### src/rtl/exception_ctrl_pkg.sv
// Shared types and constants for the exception sequencer and the exception-vector mux.
package exception_ctrl_pkg;

  typedef enum logic [2:0] {
    IDLE     = 3'd0,
    SAVE_EPC = 3'd1,
    READ_VEC = 3'd2,
    WAIT     = 3'd3,
    LOAD_PC  = 3'd4,
    DONE     = 3'd5
  } state_t;

  localparam logic [1:0] SEL_OPCODE = 2'b00;
  localparam logic [1:0] SEL_OVF    = 2'b01;
  localparam logic [1:0] SEL_DIV0   = 2'b10;

  localparam logic [7:0] VEC_OPCODE = 8'd253;
  localparam logic [7:0] VEC_OVF    = 8'd254;
  localparam logic [7:0] VEC_DIV0   = 8'd255;

  // Byte address the vector mux produces for a given select (1x both map to 255).
  function automatic logic [7:0] vec_addr(input logic [1:0] sel);
    logic [7:0] addr;
    addr = VEC_DIV0;
    if (sel == SEL_OPCODE) addr = VEC_OPCODE;
    else if (sel == SEL_OVF) addr = VEC_OVF;
    return addr;
  endfunction

endpackage

### src/rtl/exception_ctrl_prio_enc.sv
// Combinational priority encoder for the three exception flags: div0 > overflow > opcode_inv.
module excpt_prio_enc
  import exception_ctrl_pkg::*;
(
  input  logic       opcode_inv,
  input  logic       overflow,
  input  logic       div0,
  output logic [1:0] cause,
  output logic       valid
);

  always_comb begin
    cause = SEL_OPCODE;
    valid = opcode_inv | overflow | div0;
    if (div0)          cause = SEL_DIV0;
    else if (overflow) cause = SEL_OVF;
  end

endmodule

### src/rtl/exception_ctrl.sv
// Exception sequencer: cause latch, EPC save, vector read, PC load, done pulse.
// Optional sticky cause bitmap built only when EXCPT_CAUSE_LOG_EN is defined.
module exception_ctrl
  import exception_ctrl_pkg::*;
#(
  parameter int unsigned MEM_WAIT   = 1,
  parameter int unsigned EPC_OFFSET = 4
) (
  input  logic       clk,
  input  logic       reset,
  input  logic       excpt_window,
  input  logic       opcode_inv,
  input  logic       overflow,
  input  logic       div0,
  input  logic [7:0] mem_byte,
`ifdef EXCPT_CAUSE_LOG_EN
  input  logic       cause_clr,
  output logic [2:0] cause_log,
`endif
  output logic [1:0] ExcptCtrl,
  output logic       busy,
  output logic       epc_write,
  output logic       alu_sub_pc,
  output logic       mem_addr_excpt,
  output logic       mem_read,
  output logic       pc_write,
  output logic       pc_src_excpt,
  output logic       excpt_done,
  output logic [2:0] dbg_state
);

  localparam logic [2:0] MEM_WAIT_W = 3'(MEM_WAIT);

  // EPC_OFFSET only documents the ALU subtract; reject nonsensical values at elaboration.
  if (MEM_WAIT > 7 || EPC_OFFSET == 0) begin : g_bad_param
    $error("exception_ctrl: MEM_WAIT must be 0..7 and EPC_OFFSET nonzero");
  end

  state_t     state, state_nxt;
  logic [2:0] wait_cnt;
  logic [1:0] cause_q;
  logic [1:0] enc_cause;
  logic       enc_valid;
  logic       take;

  excpt_prio_enc u_prio (
    .opcode_inv (opcode_inv),
    .overflow   (overflow),
    .div0       (div0),
    .cause      (enc_cause),
    .valid      (enc_valid)
  );

  assign take = (state == IDLE) && excpt_window && enc_valid;

  always_ff @(posedge clk or posedge reset) begin
    if (reset) begin
      state    <= IDLE;
      wait_cnt <= 3'd0;
      cause_q  <= SEL_OPCODE;
    end else begin
      state <= state_nxt;
      if (take) cause_q <= enc_cause;
      if (state == READ_VEC)  wait_cnt <= MEM_WAIT_W;
      else if (state == WAIT) wait_cnt <= wait_cnt - 3'd1;
      else                    wait_cnt <= 3'd0;
    end
  end

  always_comb begin
    state_nxt = state;
    case (state)
      IDLE:     if (take) state_nxt = SAVE_EPC;
      SAVE_EPC: state_nxt = READ_VEC;
      READ_VEC: state_nxt = (MEM_WAIT_W != 3'd0) ? WAIT : LOAD_PC;
      WAIT:     if (wait_cnt <= 3'd1) state_nxt = LOAD_PC;
      LOAD_PC:  state_nxt = DONE;
      DONE:     state_nxt = IDLE;
      default:  state_nxt = IDLE;
    endcase
  end

  // Moore decode; the mux select shows the latched cause only outside IDLE.
  always_comb begin
    ExcptCtrl      = SEL_OPCODE;
    busy           = 1'b0;
    epc_write      = 1'b0;
    alu_sub_pc     = 1'b0;
    mem_addr_excpt = 1'b0;
    mem_read       = 1'b0;
    pc_write       = 1'b0;
    pc_src_excpt   = 1'b0;
    excpt_done     = 1'b0;
    if (state != IDLE) ExcptCtrl = cause_q;
    case (state)
      SAVE_EPC: begin
        busy       = 1'b1;
        alu_sub_pc = 1'b1;
        epc_write  = 1'b1;
      end
      READ_VEC: begin
        busy           = 1'b1;
        mem_addr_excpt = 1'b1;
        mem_read       = 1'b1;
      end
      WAIT: begin
        busy           = 1'b1;
        mem_addr_excpt = 1'b1;
      end
      LOAD_PC: begin
        busy         = 1'b1;
        pc_write     = 1'b1;
        pc_src_excpt = 1'b1;
      end
      DONE:    excpt_done = 1'b1;
      default: ;
    endcase
  end

  assign dbg_state = state;

`ifdef EXCPT_CAUSE_LOG_EN
  logic [2:0] log_set;

  // Every flag seen in an IDLE window is logged, including priority losers.
  assign log_set = (state == IDLE && excpt_window) ? {div0, overflow, opcode_inv} : 3'b000;

  always_ff @(posedge clk or posedge reset) begin
    if (reset) cause_log <= 3'b000;
    else       cause_log <= (cause_log & ~{3{cause_clr}}) | log_set;
  end
`else
  // No cause log in this build.
`endif

endmodule

### config.mk
export PLATFORM = sky130hd
export DESIGN_NAME = exception_ctrl
export DESIGN_NICKNAME = d
export VERILOG_FILES = /design/src/rtl/exception_ctrl_pkg.sv /design/src/rtl/exception_ctrl_prio_enc.sv /design/src/rtl/exception_ctrl.sv
export SDC_FILE = /design/constraint.sdc
export NUM_CORES = 1
export LEC_CHECK = 0
export ABC_AREA = 1
export ABC_CLOCK_PERIOD_IN_PS = 3200
export CORE_AREA = 2 2 39 41
export CTS_CLUSTER_DIAMETER = 40
export DETAILED_ROUTE_END_ITERATION = 12
export DIE_AREA = 0 0 41 43
export PLACE_DENSITY = 0.85
export SLEW_MARGIN = 10
export SYNTH_ARGS = -nofsm -noshare
export SYNTH_HDL_FRONTEND = slang
export SYNTH_SLANG_ARGS = --single-unit
### constraint.sdc
create_clock -name clk -period 3.2 [get_ports clk]
set_clock_uncertainty 0.15 [all_clocks]
set_input_delay 0.48 -clock clk [delete_from_list [all_inputs] [get_ports clk]]
set_output_delay 0.48 -clock clk [all_outputs]
set_load 0.03 [all_outputs]
After elaboration in Yosys (flattened, before gate mapping)
Index checks and enable logic that the tools add are counted.
Widths: inputs -> output; s select.

cells by class
  $add $sub $neg = 1
  order comparisons = 1
  equal/unequal tests = 7
  mux-type cells = 14
  bitwise logic cells = 2
  reduce and logical (&&, ||, !) cells = 7

operators by type and width
  operator             count
  $pmux 3 s5           1
  $mux 3               4
  $mux 1               7
  $eq 3x2->1 const B   2
  $eq 3x3->1 const B   2
  $mux 2               2
  $reduce_or 4->1      1
  $eq 3x1->1 const B   1
  $le 3x1->1 const B   1
  $logic_not 3->1      1
  $reduce_bool 3->1    1
  $sub 3x1->3 const B  1
  $logic_and 1x1->1    2
  $ne 2x1->1 const B   1
  $ne 2x2->1 const B   1
  $or 1x1->1           2
  $reduce_and 2->1     1
  $reduce_or 2->1      1

word-level totals
  flip-flop bits (word level) = 8
  bits of input ports = 14
  output and inout bits = 13
  word-level logic and storage cells = 35

Longest topological paths before layout
Gate-level depths: netlist of run 1.

  depth after elaboration = 5
  depth in mapped cells = 7
  mapped depth without buffers = 7

Hierarchy
From an unflattened synthesis of run 1, not the netlist that was laid out.

unflattened totals
  cells, all modules = 69
  area total of the unflattened synthesis = 488.0 µm²

by module, submodules not included
  module          times used  cells each  area each (µm²)  sequential area each (µm²)
  exception_ctrl  1           63          459.2            200.2
  excpt_prio_enc  1           6           28.8             0.0

Least setup slack after synthesis of run 1
Ideal clock, no wire load.

  path kind = register -> output
  start point = register state[0] (netlist: dbg_state[0])
  end point = output busy
  data arrival time = 1.590 ns
  required time = 2.570 ns
  path slack = 0.980 ns
  stages on the path, launching flop included = 6
  path buffers = 0
  path through = dfrtp_1 -> inv_1 -> nand2_2 -> nor2_1 -> a21oi_1 -> nand2_1

on the way
  word-level cells in the longest chain between the ends = 3
  elaborated cells on any way between the ends = 6
  those cells by class = 4 x eq/ne; 1 x mux; 1 x reduce/logical

RTL lines
  item                                RTL line              text
  from (decl)                         exception_ctrl.sv:39  state_t state, state_nxt;
  from (signal assigned)              exception_ctrl.sv:62  state <= state_nxt;
  $eq 3x2->1 (tied with other cells)  exception_ctrl.sv:95  case (state)
  $reduce_or 4->1 (no source line) *  --
  $mux 1 *                            exception_ctrl.sv:95
  to (decl)                           exception_ctrl.sv:21  output logic busy,

Every way passes the cells marked *; elsewhere a longest branch is shown, timed or not.

Worst setup path after layout of run 1
Ends and elaborated chain as after synthesis.

==> metrics.md, run 1 <==
| Metric | Value |
|---|---|
| Cell with the most instances after synthesis | inv_1 |
| Clk slew on worst S/H paths | 0.06 ns |
| Sink Count | 8 |
| Max layer used | met3 |
| Achievable Freq | roughly 400 MHz |
| HP Class | reg -> reg |
| Setup Fix Bufs, Post-CTS | 0 |
| Number of nets with antenna violations after detailed routing | 0 |
| Final Setup Violations | 0 |
| Syn Nets | 76 |
| R2R setup slack | around 1.9 ns |
| Leading area contributor after synthesis | dfrtp_1 |
| Worst endpoint required time | ~2.6 ns |
| Drt initial violations | 13 |
| Num CTS Buffers | 3 |
| Crit path time final | roughly 2.5 ns |
| Final-report max-slew violation count | 0 |
| Clock latency on the worst-skew pair | between 0.2 and 0.3 ns |
| Chip height | around 43 um |
| Synth Warn # | 0 |
| CP Max Fanout | 7 |
| Gate Count Post-Synth | 61 |
| # nets final | 97 |
| Static Leak | about 0.33 nW |
| Final Hold Vio Count | 0 |
| Crit path launch type | flop |
| Cts repair resizes | 0 |
| CTS tree | built |
| Post-synth top cells | inv_1, nand2_1, nor2_1 |
| Distinct cell type count of the synthesized netlist | 14 |
| Routed vias | about 420 |
| All-layer global routing usage | about an eighth |
| Number of I/O port buffers | 18 |
| Metal-1 WL | between 300 and 400 um |
| Netlist Area Pre-Place | 448 um2 |
| Vias in the first global route | ~370 |
| Post-DP HPWL | between 700 and 800 um |
| Unrepaired setup endpoints after global routing | false |
| H-tree depth | 1 |
| Synthesis-stage register bit count | 8 |
| Post-Route WL | between 800 and 900 um |
| Max_cap viols | 0 |
| TritonRoute pass-1 iters | 6 |
| # DRC | 0 |
| Register area share after synthesis | 44.7% |
| Largest net degree at the start of global routing | 9 |
| Met3 wire length | around 25 um |
| Final core occ | a little under half |
| R2R cell count | 6 |
| Worst flop-to-flop path endpoint | cause_q[0] |
| Syn_area_per_cell | around 7.3 um2 |
| Inserted Diodes | 0 |
| Layout cells sized above 1 | 11.3% |
| Top_reg_cell synth | dfrtp_1 |
| Element type at the critical path end | primary output |
| Fin crit share | approximately four fifths |
| Crit path capture | busy |
| Vias per cell | approximately 4.4 |
| Pwr/cell area | 1180 mW/mm2 |
| Async SR Flop Fraction | 100% |
| Slew @ Worst Pin | 0.335 ns |
| Clock buffer depth | 2 |
| EDFF count, synth | 0 |
| WS Path Type | reg -> out |
| Normalized max-slew margin | 77.6% |
| Worst ir drop on vdd | 0.494 mV |
| Overflow after GRT | 0 |
| Core region area | 0.00138 mm2 |
| I/O pin total | 27 |
| Die ar. | around 0.0018 mm2 |
| Die X | about 40 um |
| Status | finished clean |
| Top-area cell type share of the netlist area | 44.7% |
| Clock Tree Root | clkbuf_4 |
| Initial antenna violation count | 0 |
| Setup TNS | 0 ns |
| WL per Instance | between 9 and 10 um |
| Synth-to-layout area growth | 46.4% |
| CTS Hold Bufs | 0 |
| Crit path DAT | between 1.5 and 2 ns |
| Initial Util | about 32% |
| RR Startpoint | dbg_state[0] |
| Metal2 WL | about 500 um |
| Final RePlAce weighted congestion | 0.825 |
| Row count | 14 |
| Synth top area cells | dfrtp_1, inv_1, nand2_1, nor2_1, nand2_2 |
| First-pass GRT wire length | approximately 1500 um |
| Critical Path Start | dbg_state[0] |
## cells in the final DEF, fill, tap and decap left out
cell type | netlist | final
a21oi_1 | 3 | 3
clkbuf_4 | 0 | 3
clkdlybuf4s50_1 | 0 | 18
dfrtp_1 | 8 | 8
ha_1 | 1 | 1
inv_1 | 12 | 12
inv_2 | 2 | 2
nand2_1 | 11 | 11
nand2_2 | 3 | 3
nand3_1 | 3 | 3
nand4_1 | 1 | 1
nor2_1 | 11 | 11
nor2_4 | 1 | 1
o21ai_0 | 2 | 2
xnor2_1 | 1 | 1
## sequential cells by signal (all words and copies together), names as in the netlist
| signal | cells |
|---|---|
| dbg_state | 3 |
| cause_q | 2 |
| wait_cnt | 3 |
## critical path: stages, from the launching register on
cell and delay, ns:
dfrtp_1 0.44, inv_1 0.13, nand2_2 0.08, nor2_1 0.17, a21oi_1 0.09, nand2_1 0.08
clkdlybuf4s50_1 0.66
## kinds of logic (layout without fill, tap and decap cells)
logic type | Yosys count | count (layout) | synth area share (%)
AO/OA/AOI/OAI | 5 | 5 | 5.59
buffers and inverters | 16 | 35 | 15.1
XOR/XNOR | 1 | 1 | 1.96
AND/OR/NAND/NOR | 30 | 30 | 29.9
adder cells (fa/ha/maj) | 1 | 1 | 2.79
flip-flops | 8 | 8 | 44.7
## how the worst min path moves through the flow
stage                      startpoint          end  depth (start not counted)
final                     wait_cnt[0]  wait_cnt[0]                          1
after global routing      wait_cnt[0]  wait_cnt[0]                          1
after CTS                 wait_cnt[0]  wait_cnt[0]                          1
after detailed placement  wait_cnt[0]  wait_cnt[0]                          1
after global placement    wait_cnt[0]  wait_cnt[0]                          1
after floorplan                 reset   cause_q[0]                          1
## area by class of cell
type                    instances  area (um2)
multi-input cells              37         180
flip-flops and latches          8         200
well taps                      16        20.0
clock buffers                   3        22.5
repair buffers                 18         180
inverters                      14        52.6
fillers                       139         728
## through the flow
step	power, mW	setup WS [ns]	cells	hold slack, ns	cell area [um2]
finish	0.771	0.661	96	0.294	656
global placement	0.685	0.952	93	0.283	633
detailed placement	0.701	0.945	93	0.290	633
CTS	0.780	0.660	96	0.297	656
global route	0.828	0.547	96	0.314	656
floorplan	0.520	0.980	61	0.146	448
## layer usage
metal | vias to the layer above | GRT usage [%]
li1 | 219 | -
met1 | 191 | 15.8
met2 | 8 | 20.3
met3 | 0 | 3.14
met4 | 0 | 6.00
met5 | - | 0
## power by group
group	total, mW	switching (mW)	leakage, nW	internal (mW)
combinational	0.507	0.308	0.214	0.199
sequential	0.188	0.0418	0.103	0.146
clock	0.0768	0.0339	0.0138	0.0429
total	0.771	0.383	0.331	0.388
Power figures use the tool's default switching activity.
==> inputs of run 2 (changes only) <==
- ABC_CLOCK_PERIOD_IN_PS: 3200 -> 2400
- clock period: 3.2 -> 2.4 ns (I/O delays scaled with it)
==> run 2 against run 1 <==
Clock power is 29% higher; flip-flop and latch count stayed put; global-route usage is 0.79 points lower; sequential share of layout area is 0.058 points higher; clock-buffer cell count stayed put; register-to-register slack worse by 0.83 ns; die area stayed put; non-clock buffer count stayed put; routed wire length is 0.67% lower; worst setup slack worse by 0.54 ns; cell area is 0.19% lower.
==> metrics.md, run 2 (same netlist as run 1, synthesis figures left out) <==
| Metric | Value |
|---|---|
| Status | finished clean |
| Pwr/cell area | roughly 1500 mW/mm2 |
| Fin crit share | between 90% and 100% |
| Max_cap viols | 0 |
| Core region area | between 0.001 and 0.0015 mm2 |
| Unrepaired setup endpoints after global routing | false |
| CTS Hold Bufs | 0 |
| Sink Count | 8 |
| Worst endpoint required time | about 1.9 ns |
| Layout cells sized above 1 | 11.3% |
| Die ar. | 0.00176 mm2 |
| Post-Place Cell Area | 633 um2 |
| All-layer global routing usage | 12.1% |
| Post-Route WL | a little under 900 um |
| Drt initial violations | 7 |
| Final Hold Vio Count | 0 |
| Final-report max-slew violation count | 0 |
| Element type at the critical path end | primary output |
| Static Leak | ~0.33 nW |
| R2R cell count | 6 |
| Largest net degree at the start of global routing | 9 |
| Vias per cell | about 4.5 |
| Chip height | between 40 and 50 um |
| Slew @ Worst Pin | between 0.3 and 0.4 ns |
| Inserted Diodes | 0 |
| Row count | 14 |
| Crit path launch type | flop |
| CTS tree | built |
| R2R setup slack | approximately 1.1 ns |
| Routed vias | between 400 and 500 |
| Num CTS Buffers | 3 |
| HP Class | in -> async |
| Setup TNS | 0 ns |
| Crit path time final | ~2.3 ns |
| Leading cell type in the layout, fill and taps excluded | clkdlybuf4s50_1 |
| CP Max Fanout | 7 |
| Finished Cell Area | roughly 650 um2 |
| WS Path Type | reg -> out |
| Vias in the first global route | about 340 |
| Post-DP HPWL | 731 um |
| I/O pin total | 27 |
| Fill cells | about 140 |
| H-tree depth | 1 |
| # DRC | 0 |
| Die X | ~41 um |
| Number of nets with antenna violations after detailed routing | 0 |
| Most frequent cells in the layout | clkdlybuf4s50_1, inv_1, nor2_1, nand2_1, dfrtp_1 |
| Crit path DAT | 1.77 ns |
| Initial antenna violation count | 0 |
| # nets final | between 90 and 100 |
| Number of I/O port buffers | 18 |
| WL per Instance | a little over 9 um |
| First-pass GRT wire length | 1440 um |
| Final RePlAce weighted congestion | a little over 0.8 |
| Synth-to-layout area growth | 46.1% |
| Initial Util | between 30% and 40% |
| Clock Tree Root | clkbuf_4 |
| Clock buffer depth | 2 |
| TritonRoute pass-1 iters | 5 |
| Normalized max-slew margin | about 78% |
| Final Setup Violations | 0 |
| Clk slew on worst S/H paths | approximately 0.050 ns |
| Achievable Freq | about 440 MHz |
| Worst ir drop on vdd | around 0.67 mV |
| Clock latency on the worst-skew pair | ~0.25 ns |
| Worst flop-to-flop path endpoint | dbg_state[2] |
| RR Startpoint | dbg_state[2] |
| Overflow after GRT | 0 |
## run 2: changes by cell type in the layout (fill, tap and decap cells not counted), sizes merged
cell	before	now
clkdlybuf4s50	18	17
dlygate4sd2	0	1
## run 2: area by class of cell
class                           instances  area (um2)  share of cell area [%]
Inverter                               14        52.6                    8.03
Timing Repair Buffer                   18         179                    27.3
Multi-Input combinational cell         37         180                    27.5
Sequential cell                         8         200                    30.6
Tap cell                               16        20.0                    3.06
Clock buffer                            3        22.5                    3.44
## run 2: stage by stage
| step | instances | hold WS, ns | total power [mW] | util, % | setup slack [ns] |
|---|---|---|---|---|---|
| finish | 96 | 0.205 | 1.01 | 47.3 | 0.122 |
| detailed placement | 93 | 0.286 | 0.930 | 45.8 | 0.283 |
| global placement | 93 | 0.283 | 0.913 | 45.8 | 0.272 |
| floorplan | 61 | 0.0257 | 0.694 | - | 0.300 |
| global route | 96 | 0.241 | 1.09 | 47.3 | 0.0288 |
| CTS | 96 | 0.214 | 1.02 | 47.3 | 0.114 |
## run 2: timing repair
action	in CTS	in global routing
endpoints found under the setup margin	1	0
buffers inserted	0	0
gates resized for setup	1	0
## run 2: per-layer routing
metal	up-vias	track usage, %	share of wire [%]
met4	0	6.00	0.45
met3	2	3.14	3.5
met5	-	0	0
met1	195	16.6	43
met2	14	17.2	53
li1	219	-	-
## run 2: power breakdown
part / internal [mW] / switching (mW) / leakage [nW]
Combinational: 0.254 / 0.407 / 0.216
Clock: 0.0570 / 0.0422 / 0.0138
Sequential: 0.195 / 0.0556 / 0.103
## run 2: critical path, stage by stage (launching register included)
cell             delay, ns
dfrtp_1               0.44
inv_1                 0.12
nand2_2               0.07
nor2_1                0.18
clkdlybuf4s50_1       0.71
## run 2: worst max-delay path by stage
stage,start,to,slack (ns)
6_report,dbg_state[0],pc_src_excpt,0.12
3_3_place_gp,dbg_state[0],busy,0.27
3_5_place_dp,dbg_state[0],busy,0.28
5_1_grt,dbg_state[0],ExcptCtrl[0],0.03
4_1_cts,dbg_state[0],pc_src_excpt,0.11
2_1_floorplan,dbg_state[0],busy,0.30
